**src/rtl/demux_lane_buf_pkg.sv**
```systemverilog
// rtl/demux_lane_buf_pkg.sv - shared constants, select-width helper and lane index type for demux_lane_buf
package demux_lane_buf_pkg;

    localparam int MODE_SEL = 0;
    localparam int MODE_RR  = 1;
    localparam int MAX_LANES = 16;

    function automatic int sel_width(input int n);
        return (n <= 2) ? 1 : $clog2(n);
    endfunction

    typedef logic [sel_width(MAX_LANES)-1:0] lane_idx_t;

endpackage

```
**src/rtl/demux_lane_slot.sv**
```systemverilog
// rtl/demux_lane_slot.sv - one-entry valid/ready output buffer for a single demux lane
module demux_lane_slot
    import demux_lane_buf_pkg::*;
#(
    parameter int W = 1
) (
    input  logic         CLK,
    input  logic         RST,
    input  logic         wr_en,
    input  logic [W-1:0] wr_data,
    input  logic         rd_ready,
    output logic         valid,
    output logic [W-1:0] data,
    output logic         can_accept
);

    logic         valid_q, valid_d;
    logic [W-1:0] data_q, data_d;

    // A drain and a write in the same cycle keep the slot full, giving one word per cycle.
    assign can_accept = !valid_q || rd_ready;

    always_comb begin
        valid_d = valid_q;
        data_d  = data_q;
        if (valid_q && rd_ready) begin
            valid_d = 1'b0;
        end
        if (wr_en) begin
            valid_d = 1'b1;
            data_d  = wr_data;
        end
    end

    always_ff @(posedge CLK) begin
        if (RST) begin
            valid_q <= 1'b0;
            data_q  <= '0;
        end else begin
            valid_q <= valid_d;
            data_q  <= data_d;
        end
    end

    assign valid = valid_q;
    assign data  = data_q;

endmodule

```
**src/rtl/demux_lane_buf.sv**
```systemverilog
// rtl/demux_lane_buf.sv - registered 1-to-N demultiplexer with per-lane one-entry buffers
module demux_lane_buf
    import demux_lane_buf_pkg::*;
#(
    parameter int N_OUT   = 2,
    parameter int W       = 1,
    parameter int MODE_RR = 0,
    localparam int SW     = sel_width(N_OUT)
) (
    input  logic               CLK,
    input  logic               RST,
    input  logic [W-1:0]       I,
    input  logic               I_VALID,
    output logic               I_READY,
    input  logic [SW-1:0]      S,
    output logic [N_OUT*W-1:0] O,
    output logic [N_OUT-1:0]   O_VALID,
    input  logic [N_OUT-1:0]   O_READY,
    output logic [SW-1:0]      PTR
);

    localparam int LANES = 1 << SW;

    logic [SW-1:0]    ptr_q, ptr_d;
    logic [SW-1:0]    tgt;
    logic             tgt_ok;
    logic             accept;
    logic [N_OUT-1:0] can_acc;
    logic [N_OUT-1:0] wr_en;
    logic [LANES-1:0] lane_rdy;

    assign tgt    = (MODE_RR != MODE_SEL) ? ptr_q : S;
    assign tgt_ok = ({1'b0, tgt} < (SW+1)'(N_OUT));

    // Pad to a power of two so an out-of-range target reads a defined 0.
    always_comb begin
        lane_rdy              = '0;
        lane_rdy[N_OUT-1:0]   = can_acc;
    end

    assign I_READY = !RST && tgt_ok && lane_rdy[tgt];
    assign accept  = I_VALID && I_READY;

    // Round-robin never skips a stalled lane, so word order across lanes is preserved.
    always_comb begin
        ptr_d = ptr_q;
        if ((MODE_RR != MODE_SEL) && accept) begin
            ptr_d = (ptr_q == SW'(N_OUT-1)) ? '0 : ptr_q + 1'b1;
        end
    end

    always_ff @(posedge CLK) begin
        if (RST) begin
            ptr_q <= '0;
        end else begin
            ptr_q <= ptr_d;
        end
    end

    assign PTR = ptr_q;

    for (genvar k = 0; k < N_OUT; k++) begin : g_lane
        assign wr_en[k] = accept && (tgt == SW'(k));

        demux_lane_slot #(.W(W)) u_slot (
            .CLK        (CLK),
            .RST        (RST),
            .wr_en      (wr_en[k]),
            .wr_data    (I),
            .rd_ready   (O_READY[k]),
            .valid      (O_VALID[k]),
            .data       (O[k*W +: W]),
            .can_accept (can_acc[k])
        );
    end

endmodule

```
**config.mk**
```make
export PLATFORM = sky130hd
export DESIGN_NAME = demux_lane_buf
export DESIGN_NICKNAME = d
export VERILOG_FILES = /design/src/rtl/demux_lane_buf_pkg.sv /design/src/rtl/demux_lane_slot.sv /design/src/rtl/demux_lane_buf.sv
export SDC_FILE = /design/constraint.sdc
export NUM_CORES = 1
export LEC_CHECK = 0
export CORE_AREA = 10 10 47 49
export CTS_CLUSTER_DIAMETER = 60
export CTS_CLUSTER_SIZE = 24
export DETAILED_ROUTE_END_ITERATION = 6
export DIE_AREA = 0 0 57 59
export SLEW_MARGIN = 25
export SYNTH_ARGS = -nofsm -noshare
export SYNTH_HDL_FRONTEND = slang
export SYNTH_SLANG_ARGS = --single-unit
```
**constraint.sdc**
```tcl
create_clock -name CLK -period 1.05 [get_ports CLK]
set_clock_uncertainty 0.15 [all_clocks]
set_input_delay 0.2625 -clock CLK [delete_from_list [all_inputs] [get_ports CLK]]
set_output_delay 0.2625 -clock CLK [all_outputs]
set_load 0.05 [all_outputs]
```
### After elaboration in Yosys (flattened, before gate mapping)

Index checks and enable logic that the tools add are counted.

* bits in registers: 4
* bits of input ports: 7
* output and inout port bits: 6
* logic and storage cells: 25

* $lt $le $gt $ge: 1
* multiplexer cells: 6
* bitwise gates (word level): 1
* reduce and logical (&&, ||, !) cells: 13

Operators with widths (number)
* logical AND 1 bit: 6
* 2-to-1 mux 1 bit: 6
* nonzero test 2 bit: 2
* zero test 1 bit: 3
* logical OR 1 bit: 2
* less-than comparator 1 x 2 -> 1 bit (second input constant): 1
* NOT 1 bit: 1

### Depth between registers and ports, before layout

Gate-level depths: netlist of the first run.

* depth after elaboration: 8
* depth in mapped cells: 3
* mapped depth without buffers: 3

### Modules after synthesis

A second synthesis of the first run with hierarchy kept.

* cells, all modules: 22
* area, all modules: 219.0 µm²

Modules (own cells, without submodules)
* demux_lane_slot: times used 2, cells each 7, area an instance 80.1 µm², seq. area each 40.0 µm²
* demux_lane_buf: times used 1, cells each 8, area an instance 58.8 µm², seq. area each 0.0 µm²

### Least setup slack after synthesis of the first run

Ideal clock, no wire load.

* kind: register -> output
* from: register g_lane[0].u_slot.valid_q
* to: output port I_READY
* arrival time: 1220 ps
* required time: 637 ps
* path slack: -582 ps
* stages on the path, launching flop included: 4
* path buffers: 0
* cells stage by stage: dfxtp_1 > nand2b_4 > nand2b_1 > a21oi_1

* longest elaborated chain between the ends: 5

Ends and longest elaborated chain
* from (decl): RTL line demux_lane_slot.sv:17 `logic valid_q, valid_d;`
* from (signal assigned): RTL line demux_lane_slot.sv:40 `valid_q <= valid_d;`
* zero test 1 bit: RTL line demux_lane_slot.sv:21 `assign can_accept = !valid_q || rd_ready;`
* logical OR 1 bit: RTL line demux_lane_slot.sv:21
* 2-to-1 mux 1 bit (implied by the code) (2 in series): RTL line demux_lane_buf.sv:41 `assign I_READY = !RST && tgt_ok && lane_rdy[tgt];`
* logical AND 1 bit: RTL line demux_lane_buf.sv:41
* to (decl): RTL line demux_lane_buf.sv:14 `output logic I_READY,`

Every way passes these cells. The select of a mux whose other input is x is not followed.

### Worst setup path after layout of the first run

* from: register g_lane[1].u_slot.valid_q
* to: output port I_READY

* longest elaborated chain between the ends: 5

Ends and longest elaborated chain (RTL line)
* from (decl): demux_lane_slot.sv:17
* from (signal assigned): demux_lane_slot.sv:40
* zero test 1 bit: demux_lane_slot.sv:21
* logical OR 1 bit: demux_lane_slot.sv:21
* 2-to-1 mux 1 bit (implied by the code) (2 in series): demux_lane_buf.sv:41
* logical AND 1 bit: demux_lane_buf.sv:41

Every way passes these cells. The select of a mux whose other input is x is not followed.

==> results of run 1 <==
-- per-layer routing --
| layer | vias to the layer above | part of all wire, % | track usage (%) |
|---|---|---|---|
| met1 | 108 | 33 | 3.66 |
| li1 | 116 | - | - |
| met2 | 12 | 49 | 6.20 |
| met4 | 0 | 0 | 2.01 |
| met5 | - | 0 | 0 |
| met3 | 0 | 18 | 5.79 |
-- area by class of cell --
class / instances / area share, %
multi-input combinational: 17 / 30.4
tap: 16 / 3.75
timing repair buffer: 21 / 45.7
sequential: 4 / 15.9
clock buffer: 3 / 4.22
-- where the power goes --
group | switching [mW] | internal, mW | leakage, nW
Combinational | 0.0889 | 0.106 | 0.206
Sequential | 0.00863 | 0.163 | 0.0344
Clock | 0.0676 | 0.128 | 0.0138
-- repair_timing --
| item | 4_1_cts | 5_1_grt |
|---|---|---|
| cloned | 0 | 0 |
| gates resized for setup | 17 | 5 |
| buffers inserted | 3 | 5 |
| setup endpoints to repair | 8 | 6 |
| endpoints found under the hold margin | 0 | 0 |
| pin swaps | 2 | 1 |
-- cells in the mapped netlist --
cell      instances
buf_4             5
nand2b_1          5
dfxtp_1           4
a21oi_1           3
mux2i_1           2
nand2_1           2
nand2b_4          2
conb_1            1
nand3_1           1
nor2b_2           1
-- worst paths after layout --
check | end | slack [ps] | cells after the start
setup / recovery | I_READY | -370 | 4
hold / removal | g_lane[1].u_slot.valid$_SDFFE_PP0P_ | 290 | 4
setup reg to reg | g_lane[1].u_slot.data$_SDFFE_PP0P_ | -40 | 5
hold reg to reg | g_lane[1].u_slot.data$_SDFFE_PP0P_ | 350 | 2
-- stage by stage --
stage | hold slack (ps) | worst slack (ps)
after floorplan | 182 | -172
after global placement | 350 | -592
after detailed placement | 359 | -596
after CTS | 327 | -382
after global routing | 298 | -403
final | 290 | -367
-- placed cells by master, fill, tap and decap left out, drive strengths merged --
cell type,netlist,routed
dfxtp,4,4
nand3,1,1
nand2,2,2
dlygate4sd2,0,4
nand2b,7,7
conb,1,1
clkbuf,0,4
a21oi,3,3
nor2b,1,1
clkdlybuf4s50,0,1
buf,5,15
mux2i,2,2
-- registers in the layout, indices dropped and copies added, names as in the netlist --
register	flops
g_lane.u_slot.data	2
g_lane.u_slot.valid	2
-- logic make-up (layout without fill, tap and decap cells) --
logic type | Yosys count | count (layout) | share of synthesized area (%)
AO/OA/AOI/OAI | 3 | 3 | 6.35
buffers and inverters | 5 | 24 | 15.9
flip-flops | 4 | 4 | 33.9
multiplexers | 2 | 2 | 8.47
other | 1 | 1 | 1.59
AND/OR/NAND/NOR | 11 | 11 | 33.9
-- critical path, cell delays in order, from the launching register on --
cell and delay, ps:
dfxtp_2 320, nand2b_4 80, nand2_4 50, a21oi_4 160
buf_12 150
==> key figures, run 1 <==
Status
  • Outcome: finished with violations
  • Failing checks: negative setup slack

Yosys
  • Syn Nets: 33
  • Synth Register Bits: 4
  • Mapped cell area: about 240 µm²
  • Synth area leader: dfxtp_1
  • Syn_area_per_cell: roughly 9 µm²
  • Count of cell types in the netlist: 10
  • Ys Warns: 0
  • Mapped Cells: 26
  • Seq/Total Area, Yosys: about a third
  • Synth top area cells: dfxtp_1 (34%), buf_4 (16%), nand2b_1 (13%)
  • Share of the synthesized area in the top cell type: ~34%

Critical path
  • Worst setup path class: reg2out
  • CP max FO: 2
  • Worst setup path startpoint: g_lane[1].u_slot.valid$_SDFFE_PP0P_
  • Crit start category: flip-flop
  • RR Startpoint: g_lane[1].u_slot.valid$_SDFFE_PP0P_
  • WP data required: 640 ps
  • Worst EP arrival: 1000 ps
  • Critical path capture point type: output pin

Clocking
  • CTS Buffer Depth: 2
  • CTS clk-pin slew, worst paths: 40 ps
  • CTS Buf Count: 3
  • H-tree depth: 1
  • CTS tree: built
  • Clock Latency Late Sink: between 200 and 250 ps
  • Hold buffers post-CTS: 0
  • Sink Count: 4
  • Root Buffer: clkbuf_4

Floorplan
  • Initial Util: about 17%
  • I/O pin count: 13
  • Chip width: roughly 57 µm
  • Core box area: ~0.0014 mm²
  • Height of the die: 59 µm
  • Die ar.: about 0.0034 mm²
  • Site Rows: 14

Detailed routing
  • Routed Antenna Nets: 0
  • Via count: approximately 240
  • Drt wl/cell: 11.1 µm
  • Drt total wl: 679 µm
  • DRT iter0 DRCs: 0
  • Drt first pass iters: 1
  • DRC viols: 0
  • Via density: a little under 4

Worst hold path
  • Hold path startpoint: S
  • Hold Crit Class: in2reg

Cells and area
  • Post-Layout Cell Count: a little over 60
  • Final Util: roughly two fifths
  • Share of cells above drive strength 1: just under 70%
  • FF+latch area: around 85 µm²
  • Fill count: between 100 and 150
  • Post-route cell area: ~530 µm²
  • Area of the multi-input gates: 163 µm²
  • Antenna cells: 0
  • Layout area overhead: 126%
  • Nets: 54

STA
  • Unrepaired setup endpoints after global routing: yes
  • Final hold violation count: 0
  • Final worst slack: -367 ps
  • Setup Viol. Count Final: 6
  • Achievable frequency: around 710 MHz
  • Slew Limit Fails: 0
  • Final period utilization: 135%
  • Setup_tns: -1140 ps
  • Fin crit period: 1420 ps

GRT
  • Vias in the first global route: between 200 and 300
  • Initial antenna violation count: 0
  • Pin count of the biggest net entering global routing: 6
  • First-pass GRT wire length: between 1000 and 1500 µm
  • Remaining Overflow, GRT: 0
  • Overall Global Routing Usage: 4.48%

Pwr
  • VDD IR-drop max: between 0.7 and 0.8 mV
  • Cell Pwr Density: 1050 mW/mm²
  • Leak pwr: 0.255 nW
  • Total power: between 500 and 600 µW

Placement
  • Placed inst area: roughly 440 µm²
  • Final GP Congestion: just under 0.7
  • DP Wirelength: around 480 µm
  • Placed Cells: 54
  • I/O Buffers: 11

Job
  • Max-Cap Viols: 0
(Power assumes the default switching activity.)
==> inputs of run 2 (changes only) <==
- CORE_AREA: 10 10 47 49 -> 2 2 39 41
- DIE_AREA: 0 0 57 59 -> 0 0 41 43
- PLACE_DENSITY_LB_ADDON: unset -> 0.15
==> key figures, run 2 (same netlist as run 1, synthesis figures left out) <==
Clocking
  • Hold buffers post-CTS: 0 (unchanged)
  • CTS Buffer Depth: 2 (unchanged)
  • CTS Buf Count: 3 (unchanged)
  • CTS clk-pin slew, worst paths: 40 ps (about the same)
  • Sink Count: 4 (unchanged)
  • CTS tree: built
  • H-tree depth: 1 (unchanged)
  • Clock Latency Late Sink: 230 ps (about the same)
  • Root Buffer: clkbuf_4

Critical path
  • Worst EP arrival: 990 ps (about the same)
  • WP data required: 640 ps (about the same)
  • Crit start category: flip-flop
  • Worst setup path class: reg2out
  • CP max FO: 2 (unchanged)
  • Critical path capture point type: output pin

Cells and area
  • Commonest non-fill, non-tap cells in the layout: buf_4 (7), buf_12 (5), nand2b_4 (4), dfxtp_2 (4), dlygate4sd2_1 (4)
  • Antenna cells: 0 (unchanged)
  • Share of cells above drive strength 1: 66.7% (-2.2 points)
  • Fill count: 147 (+11%)
  • Final Util: 38.4% (+0.30 points)
  • Nets: 54 (unchanged)
  • Post-Layout Cell Count: 61 (unchanged)
  • Commonest non-fill, non-tap cell in the layout: buf_4
  • Layout area overhead: 125%
  • Post-route cell area: 532 µm² (-0.47%)

STA
  • Final hold violation count: 0 (unchanged)
  • Unrepaired setup endpoints after global routing: yes
  • Achievable frequency: 714 MHz (+1.2%)
  • Final worst slack: -351 ps (+16.6 ps)
  • Setup Viol. Count Final: 7 (+1)
  • Setup_tns: -1200 ps (-67.3 ps)
  • Slew Limit Fails: 0 (unchanged)
  • Final period utilization: 133% (-1.6 points)
  • Final Hold Slack: 342 ps (+51.9 ps)
  • Fin crit period: 1400 ps (-16.6 ps)

Detailed routing
  • Drt wl/cell: 8.08 µm (-27%)
  • Via density: 3.61 (-6.8%)
  • DRC viols: 0 (unchanged)
  • Drt first pass iters: 2 (+1)
  • Routed Antenna Nets: 0 (unchanged)
  • Drt total wl: 493 µm (-27%)
  • DRT iter0 DRCs: 3 (+3)
  • Via count: 220 (-6.8%)

Floorplan
  • Chip width: 41 µm (-28%)
  • Die ar.: 0.00176 mm² (-48%)
  • Height of the die: 43 µm (-27%)
  • I/O pin count: 13 (unchanged)
  • Core box area: 0.00138 mm² (-1.2%)
  • Initial Util: 17.1% (+0.21 points)
  • Site Rows: 14 (unchanged)

Job
  • Max-Cap Viols: 0 (unchanged)

Pwr
  • Cell Pwr Density: 1040 mW/mm² (-1.3%)
  • VDD IR-drop max: 0.337 mV (-56%)
  • Leak pwr: 0.251 nW (-1.6%)
  • Total power: 553 µW (-1.7%)

GRT
  • Remaining Overflow, GRT: 0 (unchanged)
  • Initial antenna violation count: 0 (unchanged)
  • Overall Global Routing Usage: 7.34% (+2.9 points)
  • Pin count of the biggest net entering global routing: 6 (unchanged)
  • Vias in the first global route: 213 (-20%)
  • First-pass GRT wire length: 807 µm (-25%)

Placement
  • I/O Buffers: 11 (unchanged)
  • DP Wirelength: 389 µm (-18%)
  • Final GP Congestion: 0.686 (-1.5%)
  • Dpl ws: -600 ps (-3.53 ps)
  • Placed Cells: 54 (unchanged)
  • Placed inst area: 438 µm² (unchanged)

Status
  • Outcome: finished with violations
  • Failing checks: negative setup slack

Worst hold path
  • Hold Crit Class: in2reg
-- run 2: path summary, 6_finish.rpt --
check / startpoint / endpoint / slack (ps) / cells past startpoint
setup / recovery: g_lane[1].u_slot.valid$_SDFFE_PP0P_ / I_READY / -350 / 4
hold / removal: I_VALID / g_lane[1].u_slot.valid$_SDFFE_PP0P_ / 340 / 3
hold reg to reg: g_lane[1].u_slot.data$_SDFFE_PP0P_ / g_lane[1].u_slot.data$_SDFFE_PP0P_ / 350 / 2
setup reg to reg: g_lane[0].u_slot.valid$_SDFFE_PP0P_ / g_lane[0].u_slot.data$_SDFFE_PP0P_ / -90 / 5
-- run 2: worst max-delay path, cell delays in order, from the launching register on --
cell	delay [ps]
dfxtp_2	320
nand2b_4	70
nand2_4	50
a21oi_4	160
buf_12	150
-- run 2: repair_timing --
item / 4_1_cts / 5_1_grt
setup buffers: 2 / 2
setup endpoints to repair: 9 / 8
pin swaps: 1 / 2
resized for setup: 16 / 2
-- run 2: layer usage --
layer	vias to the layer above	track usage (%)	wire length, µm
met5	-	0	0
met4	0	8.00	0
met3	0	3.14	55
met2	7	8.75	249
met1	97	8.71	188
li1	116	-	-
-- run 2: area by class of cell --
cell class | count | area, µm² | area share (%)
Clock buffer | 3 | 22.5 | 4.24
Multi-Input combinational cell | 17 | 163 | 30.6
Sequential cell | 4 | 85.1 | 16.0
Tap cell | 16 | 20.0 | 3.76
Timing Repair Buffer | 21 | 241 | 45.4
-- run 2: power breakdown --
part | leakage (nW) | switching [mW] | internal (mW)
Clock | 0.0138 | 0.0629 | 0.128
Sequential | 0.0344 | 0.00857 | 0.163
Combinational | 0.202 | 0.0857 | 0.105
Total | 0.251 | 0.157 | 0.396
==> inputs of run 3 (changes only) <==
- CORE_AREA: 2 2 39 41 -> 5 5 42 44
- CTS_BUF_LIST: unset -> sky130_fd_sc_hd__clkbuf_8
- DIE_AREA: 0 0 41 43 -> 0 0 47 49
==> key figures, run 3 (same netlist as run 1, synthesis figures left out) <==
Detailed routing
  • DRT iter0 DRCs: 2 (-1)
  • Via density: 3.69 (+2.3%)
  • Via count: 225 (+2.3%)
  • DRC viols: 0 (unchanged)
  • Met2 WL: 348 µm (+40%)
  • Routed Antenna Nets: 0 (unchanged)
  • Met1 Wirelength: 218 µm (+16%)
  • Drt wl/cell: 10.3 µm (+27%)
  • Drt first pass iters: 2 (unchanged)
  • Top sig layer: met3
  • Drt total wl: 626 µm (+27%)
  • Met3 routed WL: 58 µm (+5.5%)

Cells and area
  • Nets: 54 (unchanged)
  • Post-Layout Cell Count: 61 (unchanged)
  • Share of cells above drive strength 1: 68.9% (+2.2 points)
  • Commonest non-fill, non-tap cell in the layout: buf_4
  • Antenna cells: 0 (unchanged)
  • Fill count: 152 (+3.4%)
  • Final Util: 38.8% (+0.41 points)
  • Commonest non-fill, non-tap cells in the layout: buf_4 (9), buf_12 (5), nand2b_4 (4), dlygate4sd2_1 (4)
  • Layout area overhead: 130%

Job
  • Max-Cap Viols: 0 (unchanged)

STA
  • Final Hold Slack: 344 ps (+2.13 ps)
  • Fin crit period: 1400 ps (-3.63 ps)
  • Achievable frequency: 716 MHz (+0.26%)
  • Setup Viol. Count Final: 7 (unchanged)
  • Final period utilization: 133% (-0.35 points)
  • Final worst slack: -347 ps (+3.63 ps)
  • Unrepaired setup endpoints after global routing: yes
  • Final hold violation count: 0 (unchanged)
  • Slew Limit Fails: 0 (unchanged)

Floorplan
  • Die ar.: 0.00230 mm² (+31%)
  • Initial Util: 16.9% (-0.21 points)
  • Core box area: 0.00140 mm² (+1.3%)
  • Site Rows: 14 (unchanged)
  • Chip width: 47 µm (+15%)
  • I/O pin count: 13 (unchanged)
  • Height of the die: 49 µm (+14%)

Pwr
  • Cell Pwr Density: 1250 mW/mm² (+20%)
  • VDD IR-drop max: 1.02 mV (+200%)
  • Clk pwr share: 47.2% (+13 points)
  • Sequential share of power: 25.0% (-6.0 points)
  • Leak pwr: 0.256 nW (+2.0%)
  • Switch Pwr: 172 µW (+9.2%)
  • Internal Pwr Total: 508 µW (+28%)
  • Sw frac: 25.3% (-3.2 points)
  • Power share of the combinational group: 27.8% (-6.7 points)

Status
  • Failing checks: negative setup slack
  • Outcome: finished with violations

Critical path
  • Worst R2R End: g_lane[0].u_slot.data$_SDFFE_PP0P_
  • CP max stage cell: dfxtp_2
  • Crit start category: flip-flop
  • Critical path capture point type: output pin
  • R2r setup slk: -230 ps (-140 ps)
  • RR Startpoint: g_lane[0].u_slot.valid$_SDFFE_PP0P_
  • Critical Path Sink: I_READY
  • Worst setup path startpoint: g_lane[0].u_slot.valid$_SDFFE_PP0P_
  • Depth of the worst register-to-register path: 6 (+1)
  • WP data required: 640 ps (about the same)
  • CP max FO: 2 (unchanged)
  • Worst EP arrival: 980 ps (about the same)
  • Max incr delay on CP: 320 ps (about the same)
  • Crit path top cell by count: nand2b_4
  • Ordered list of cells on the worst path: nand2b_4 > nand2b_4 > a21oi_4 > buf_12
  • Worst setup path class: reg2out

GRT
  • Overall Global Routing Usage: 5.99% (-1.3 points)
  • Pin count of the biggest net entering global routing: 6 (unchanged)
  • First-pass GRT wire length: 959 µm (+19%)
  • Vias in the first global route: 239 (+12%)
  • Remaining Overflow, GRT: 0 (unchanged)
  • Initial antenna violation count: 0 (unchanged)

Placement
  • I/O Buffers: 11 (unchanged)
  • Placed Cells: 54 (unchanged)
  • Final GP Congestion: 0.634 (-7.6%)
  • DP Wirelength: 409 µm (+5.1%)

Worst hold path
  • Hold depth: 2 (-1)
  • Hold Crit Class: reg2reg

Clocking
  • Sink Count: 4 (unchanged)
  • CTS Buffer Depth: 2 (unchanged)
  • CTS clk-pin slew, worst paths: 30 ps (about the same)
  • Root Buffer: clkbuf_8
  • H-tree depth: 1 (unchanged)
  • CTS tree: built
  • CTS Buf Count: 3 (unchanged)
  • Clock Latency Late Sink: 220 ps (about the same)
[run 3: cell types whose count changed in the layout (fill, tap and decap cells not counted), moves of 2 or more]
| cell | delta |
|---|---|
| clkbuf_8 | +3 |
| buf_6 | -2 |
| buf_4 | +2 |
| clkbuf_4 | -3 |
[run 3: per-layer routing]
layer	GRT usage, %	vias to the layer above
met2	8.82	10
met3	4.43	0
met5	0	-
li1	-	115
met4	2.76	0
met1	6.18	100
[run 3: final cells by class]
class / count / area (µm²) / area share [%]
flip-flops and latches: 4 / 87.6 / 16.1
repair buffers: 21 / 234 / 43.0
well taps: 16 / 20.0 / 3.68
clock buffers: 3 / 41.3 / 7.59
multi-input cells: 17 / 161 / 29.7
[run 3: stage by stage]
stage / setup TNS (ps) / power [mW] / setup slack [ps] / cell area (µm²)
5_1_grt: -1380 / 0.716 / -386 / 544
4_1_cts: -912 / 0.681 / -351 / 510
2_1_floorplan: -172 / 0.261 / -172 / 250
3_5_place_dp: -2050 / 0.344 / -606 / 438
6_report: -1190 / 0.680 / -347 / 544
3_3_place_gp: -2040 / 0.344 / -588 / 438
[run 3: worst min path at each step]
stage | from | end | slack [ps]
floorplan | RST | g_lane[0].u_slot.valid$_SDFFE_PP0P_ | 180
global placement | g_lane[0].u_slot.data$_SDFFE_PP0P_ | g_lane[0].u_slot.data$_SDFFE_PP0P_ | 350
detailed placement | g_lane[0].u_slot.data$_SDFFE_PP0P_ | g_lane[0].u_slot.data$_SDFFE_PP0P_ | 360
CTS | g_lane[0].u_slot.data$_SDFFE_PP0P_ | g_lane[0].u_slot.data$_SDFFE_PP0P_ | 350
global route | g_lane[0].u_slot.data$_SDFFE_PP0P_ | g_lane[0].u_slot.data$_SDFFE_PP0P_ | 360
finish | g_lane[0].u_slot.data$_SDFFE_PP0P_ | g_lane[0].u_slot.data$_SDFFE_PP0P_ | 340
[run 3: worst max-delay path: cells and delay by family, from the launching register on]
family                 cells  cell delay (ps)
DFF                        1              320
AOI/OAI and AO/OA          1              160
buffers and inverters      1              150
and+or+nand+nor            2              130
[run 3: power groups by stage]
stage               sequential [mW]  clock (mW)  combinational [mW]
floorplan                     0.168           0              0.0939
global placement              0.171           0               0.173
detailed placement            0.171           0               0.173
CTS                           0.172       0.331               0.178
global route                  0.171       0.347               0.198
finish                        0.170       0.321               0.189
[run 3: timing repair]
item                                    4_1_cts  5_1_grt
resized for setup                            14        3
endpoints found under the hold margin         0        0
endpoints found under the setup margin        9        7
hold buffers                                  0        0
pin swaps                                     1        0
buffers inserted                              1        3
